`src/rtl/mux_rr_pkg.sv`:
```
// mux_rr_pkg: shared mode constants and round-robin search helper
package mux_rr_pkg;
  localparam logic MODE_FIXED = 1'b0;
  localparam logic MODE_RR = 1'b1;
  localparam int MAX_CH = 32;
  localparam int IDX_W = 5;
  function automatic logic [IDX_W:0] rr_pick(input logic [MAX_CH-1:0] valid, input logic [IDX_W-1:0] ptr, input int n);
    logic [IDX_W:0] r;
    r = '0;
    for (int k = MAX_CH; k >= 1; k--)
      if (k <= n && valid[IDX_W'((int'(ptr) + k) % n)]) r = {1'b1, IDX_W'((int'(ptr) + k) % n)};
    return r;
  endfunction
endpackage

```
`src/rtl/rr_pick_n.sv`:
```
// rr_pick_n: first valid channel after ptr, wrapping modulo N_CH
module rr_pick_n
  import mux_rr_pkg::*;
#(
  parameter int N_CH = 4,
  localparam int CH_W = (N_CH > 1) ? $clog2(N_CH) : 1
) (
  input  logic [N_CH-1:0] valid,
  input  logic [CH_W-1:0] ptr,
  output logic            found,
  output logic [CH_W-1:0] idx
);
  logic [IDX_W:0] r;
  assign r = rr_pick(MAX_CH'(valid), IDX_W'(ptr), N_CH);
  assign found = r[IDX_W];
  assign idx = CH_W'(r[IDX_W-1:0]);
endmodule

```
`src/rtl/mux_rr_arb.sv`:
```
// mux_rr_arb: registered N-channel mux with fixed-select or round-robin arbitration
module mux_rr_arb
  import mux_rr_pkg::*;
#(
  parameter int N_CH = 4,
  parameter int DATA_W = 8,
  localparam int CH_W = (N_CH > 1) ? $clog2(N_CH) : 1
) (
  input  logic              clk,
  input  logic              rst,
  input  logic              mode,
  input  logic [CH_W-1:0]   sel,
  input  logic [N_CH-1:0]   in_valid,
  input  logic [DATA_W-1:0] in_data [N_CH],
  output logic [N_CH-1:0]   in_ready,
  output logic              out_valid,
  output logic [DATA_W-1:0] out_data,
  output logic [CH_W-1:0]   out_chan,
  input  logic              out_ready
);
  logic [CH_W-1:0] ptr, rr_idx, g;
  logic rr_found, fx_found, found, load, xfer;
  rr_pick_n #(.N_CH(N_CH)) u_pick (
    .valid(in_valid),
    .ptr  (ptr),
    .found(rr_found),
    .idx  (rr_idx)
  );
  assign fx_found = (int'(sel) < N_CH) ? in_valid[sel] : 1'b0;
  assign found = (mode == MODE_RR) ? rr_found : fx_found;
  assign g = (mode == MODE_RR) ? rr_idx : sel;
  assign load = !out_valid || out_ready;
  assign xfer = !rst && load && found;
  assign in_ready = xfer ? N_CH'(1) << g : '0;
  always_ff @(posedge clk) begin
    if (rst) begin
      out_valid <= 1'b0;
      out_data <= '0;
      out_chan <= '0;
      ptr <= CH_W'(N_CH - 1);
    end else if (xfer) begin
      out_valid <= 1'b1;
      out_data <= in_data[g];
      out_chan <= g;
      ptr <= g;
    end else if (out_ready) begin
      out_valid <= 1'b0;
    end
  end
endmodule

```
`config.mk`:
```
export PLATFORM = sky130hd
export DESIGN_NAME = mux_rr_arb
export DESIGN_NICKNAME = d
export VERILOG_FILES = /design/src/rtl/mux_rr_pkg.sv /design/src/rtl/rr_pick_n.sv /design/src/rtl/mux_rr_arb.sv
export SDC_FILE = /design/constraint.sdc
export NUM_CORES = 1
export LEC_CHECK = 0
export BUFFER_PORTS_ARGS = -buffer_cell sky130_fd_sc_hd__buf_2
export CAP_MARGIN = 20
export CELL_PAD_IN_SITES_DETAIL_PLACEMENT = 1
export CELL_PAD_IN_SITES_GLOBAL_PLACEMENT = 2
export CORE_AREA = 3 3 77 61
export CTS_BUF_LIST = sky130_fd_sc_hd__clkbuf_16
export DETAILED_ROUTE_END_ITERATION = 7
export DIE_AREA = 0 0 80 64
export PLACE_DENSITY_LB_ADDON = 0.05
export SETUP_SLACK_MARGIN = 0.2
export SLEW_MARGIN = 30
export SYNTH_ARGS = -nofsm -noshare
export SYNTH_HDL_FRONTEND = slang
export SYNTH_SLANG_ARGS = --single-unit
```
`constraint.sdc`:
```
create_clock -name clk -period 2.1 [get_ports clk]
set_clock_uncertainty 0.2 [all_clocks]
set_input_delay 0.315 -clock clk [delete_from_list [all_inputs] [get_ports clk]]
set_output_delay 0.315 -clock clk [all_outputs]
set_load 0.005 [all_outputs]
```
==> run summary <==
Outcome - completed
Setup CP Type - input pin to output pin
IO Pins - 57
Initial core utilization - 0.208
P_leak - 0.784 nW
Clk_lat worst skew - 0.24 ns
Routability Congestion - 0.779
Clock-pin slew on the worst setup and hold paths - 0.04 ns
Root buf cell - clkbuf_16
PD cells - 647 nW/µm²
Pre-CTS WS - -0.123 ns
Post-Syn Nets - 135
Reg2Reg Depth - 8
Pin count of the biggest net entering global routing - 10
Max-cap viol count - 0
Routed WL - 3.30 mm
Worst setup margin - 0.00309 ns
Die ar. - 5120 µm²
DRC - 0
RSZ-0062 raised after global routing - true
Count leader, synth - mux2i_1
CTS tree - done
Grt met2 use - 0.232
CTS Sinks - 13
Synth Cell Area - 833 µm²
H-tree Lvls - 1
CP required - 1.58 ns
GR Util met3 - 0.0366
1st-iter DRT viols - 26
Critical path capture point type - output pin
Min-Delay Path Class - input pin to register
VDD IR-drop max - 0.000431 V
Final Critical Period - 2.10 ns
Top cells by count, synth - 16 x mux2i_1, 13 x dfxtp_1, 10 x nor2_1, 9 x a21o_1, 8 x o22ai_1
Most used flip-flop cell after synthesis - dfxtp_1
DR vias - 1,018
Synth-to-Final Area Change - 83.6%
Layout cells sized above 1 - 0.618
Via count of the first global-routing pass - 1,095
Fin crit share - 0.999
Crit path DAT - 1.58 ns
Crit-path max FO - 4
Max_slew headroom - 0.717
Synth area leaders - dfxtp_1 31%, mux2i_1 19%, a21o_1 8.1%
Fillers - 473
Die Width - 80 µm
Core footprint - 4000 µm²
Mapped Cells - 93
Clock tree buffer depth - 2
Setup crit start kind - input pin
First-pass GRT wire length - 5.32 mm
Net count, final - 213
Yosys cell types - 24
EDFF count, synth - 0
Area leader, netlist - dfxtp_1
Num CTS Buffers - 3
Cts hold-fix bufs - 0
Post-route ant nets - 0
Post-DP HPWL - 2.54 mm
Met1 usage - 0.161
Synth async-reset ratio - 0
Avg WL per Cell - 14.6 µm
Worst slew pin tran - 0.421 ns
Fin util - 0.382
Diodes inserted - 0
Final hold vios - 0
Final setup viols - 0
Drt via density - 4.52
Hold path depth - 4
First-pass iteration count of the detailed router - 4
Yosys reg bits - 13
Grt total ovfl - 0
# rows - 20
I/O Buffers - 56
Synth top area share - 0.312
Mean Syn Cell Area - 8.96 µm²
Initial antenna violation count - 0
Grt peak-use layer - met2
Peak Freq - 477 MHz
Slew Viols, Final - 0
GR Util All Layers - 0.132
Register area share after synthesis - 0.312
Yosys Warn Count - 0
Chip Height - 64 µm
[stage by stage]
| stage | std cells | total power [mW] | hold WS, ns | cell area, µm² | TNS, ns |
|---|---|---|---|---|---|
| global route | 225 | 1.06 | 0.246 | 1530 | -0.447 |
| CTS | 222 | 0.974 | 0.223 | 1430 | 0 |
| finish | 225 | 0.990 | 0.223 | 1530 | 0 |
| detailed placement | 211 | 0.581 | 0.242 | 1250 | -1.14 |
| floorplan | 93 | 0.444 | 0.251 | 833 | 0 |
| global placement | 211 | 0.574 | 0.233 | 1250 | -0.565 |
[per-layer routing]
metal,vias to the layer above,wire (µm)
met1,492,1440
met3,2,152
met2,25,1690
met4,0,11
li1,499,-
met5,-,0
[path summary, 6_finish.rpt]
check | startpoint | end | slack [ns]
hold reg to reg | out_data[0] | out_data[0] | 0.25
setup / recovery | sel[0] | in_ready[1] | 0.003
hold / removal | out_ready | out_valid | 0.22
setup reg to reg | out_valid | out_data[0] | 0.08
[registers in the layout, indices dropped and copies added, names as in the netlist]
signal     count
out_chan       2
out_data       8
out_valid      1
ptr            2
[critical path, stage by stage]
cell and delay [ns]:
buf_8 0.10, mux4_2 0.36, nor2_4 0.05, a2111oi_4 0.33, nand2_2 0.17, nor2_1 0.13, buf_2 0.12
[cell families (layout without fill, tap and decap cells)]
group / count (synthesis) / in the layout / share of synthesized area
compound gates: 30 / 30 / 0.276
flops: 13 / 13 / 0.312
mux: 17 / 17 / 0.219
simple gates: 24 / 24 / 0.138
buf+inv: 9 / 86 / 0.0540
[repair_timing]
action                                  CTS  global route
setup buffers                             7             3
endpoints found under the hold margin     0             0
endpoints found under the setup margin   12            14
resized for setup                        11            17
pin swaps                                 6             3
[cell type report]
class | count | area, µm² | area share
multi-input cells | 71 | 639 | 0.418
flip-flops and latches | 13 | 263 | 0.172
well taps | 55 | 68.8 | 0.0450
clock buffers | 3 | 75.1 | 0.0491
clock inverters | 1 | 3.75 | 0.00245
inverters | 4 | 15.0 | 0.00981
repair buffers | 78 | 465 | 0.304
[layout by cell type, fill, tap and decap left out]
| master | count |
|---|---|
| o22ai_2 | 8 |
| a21o_1 | 9 |
| mux2i_1 | 16 |
| nand2b_4 | 1 |
| nor2_1 | 7 |
| nand2_1 | 4 |
| nor4_2 | 1 |
| inv_1 | 5 |
| a21oi_2 | 1 |
| a2111oi_4 | 1 |
| buf_2 | 54 |
| a2111o_1 | 1 |
| buf_6 | 2 |
| mux4_2 | 1 |
| a21boi_0 | 1 |
| o221ai_1 | 1 |
| dfxtp_2 | 2 |
| nand2_2 | 1 |
| o221ai_2 | 2 |
| a32oi_2 | 1 |
| a21oi_1 | 2 |
| clkbuf_16 | 3 |
| a31oi_2 | 1 |
| nor2b_1 | 4 |
| nor2_4 | 2 |
| nor2_2 | 2 |
| nand2b_1 | 2 |
| buf_4 | 21 |
| dfxtp_1 | 11 |
| o21ai_0 | 2 |
| buf_8 | 1 |
[report_power, final]
part	total (mW)	switching, mW	internal, mW
combinational	0.334	0.151	0.183
clock	0.352	0.102	0.251
sequential	0.303	0.0208	0.282
total	0.990	0.274	0.716
Power figures use the tool's default switching activity.
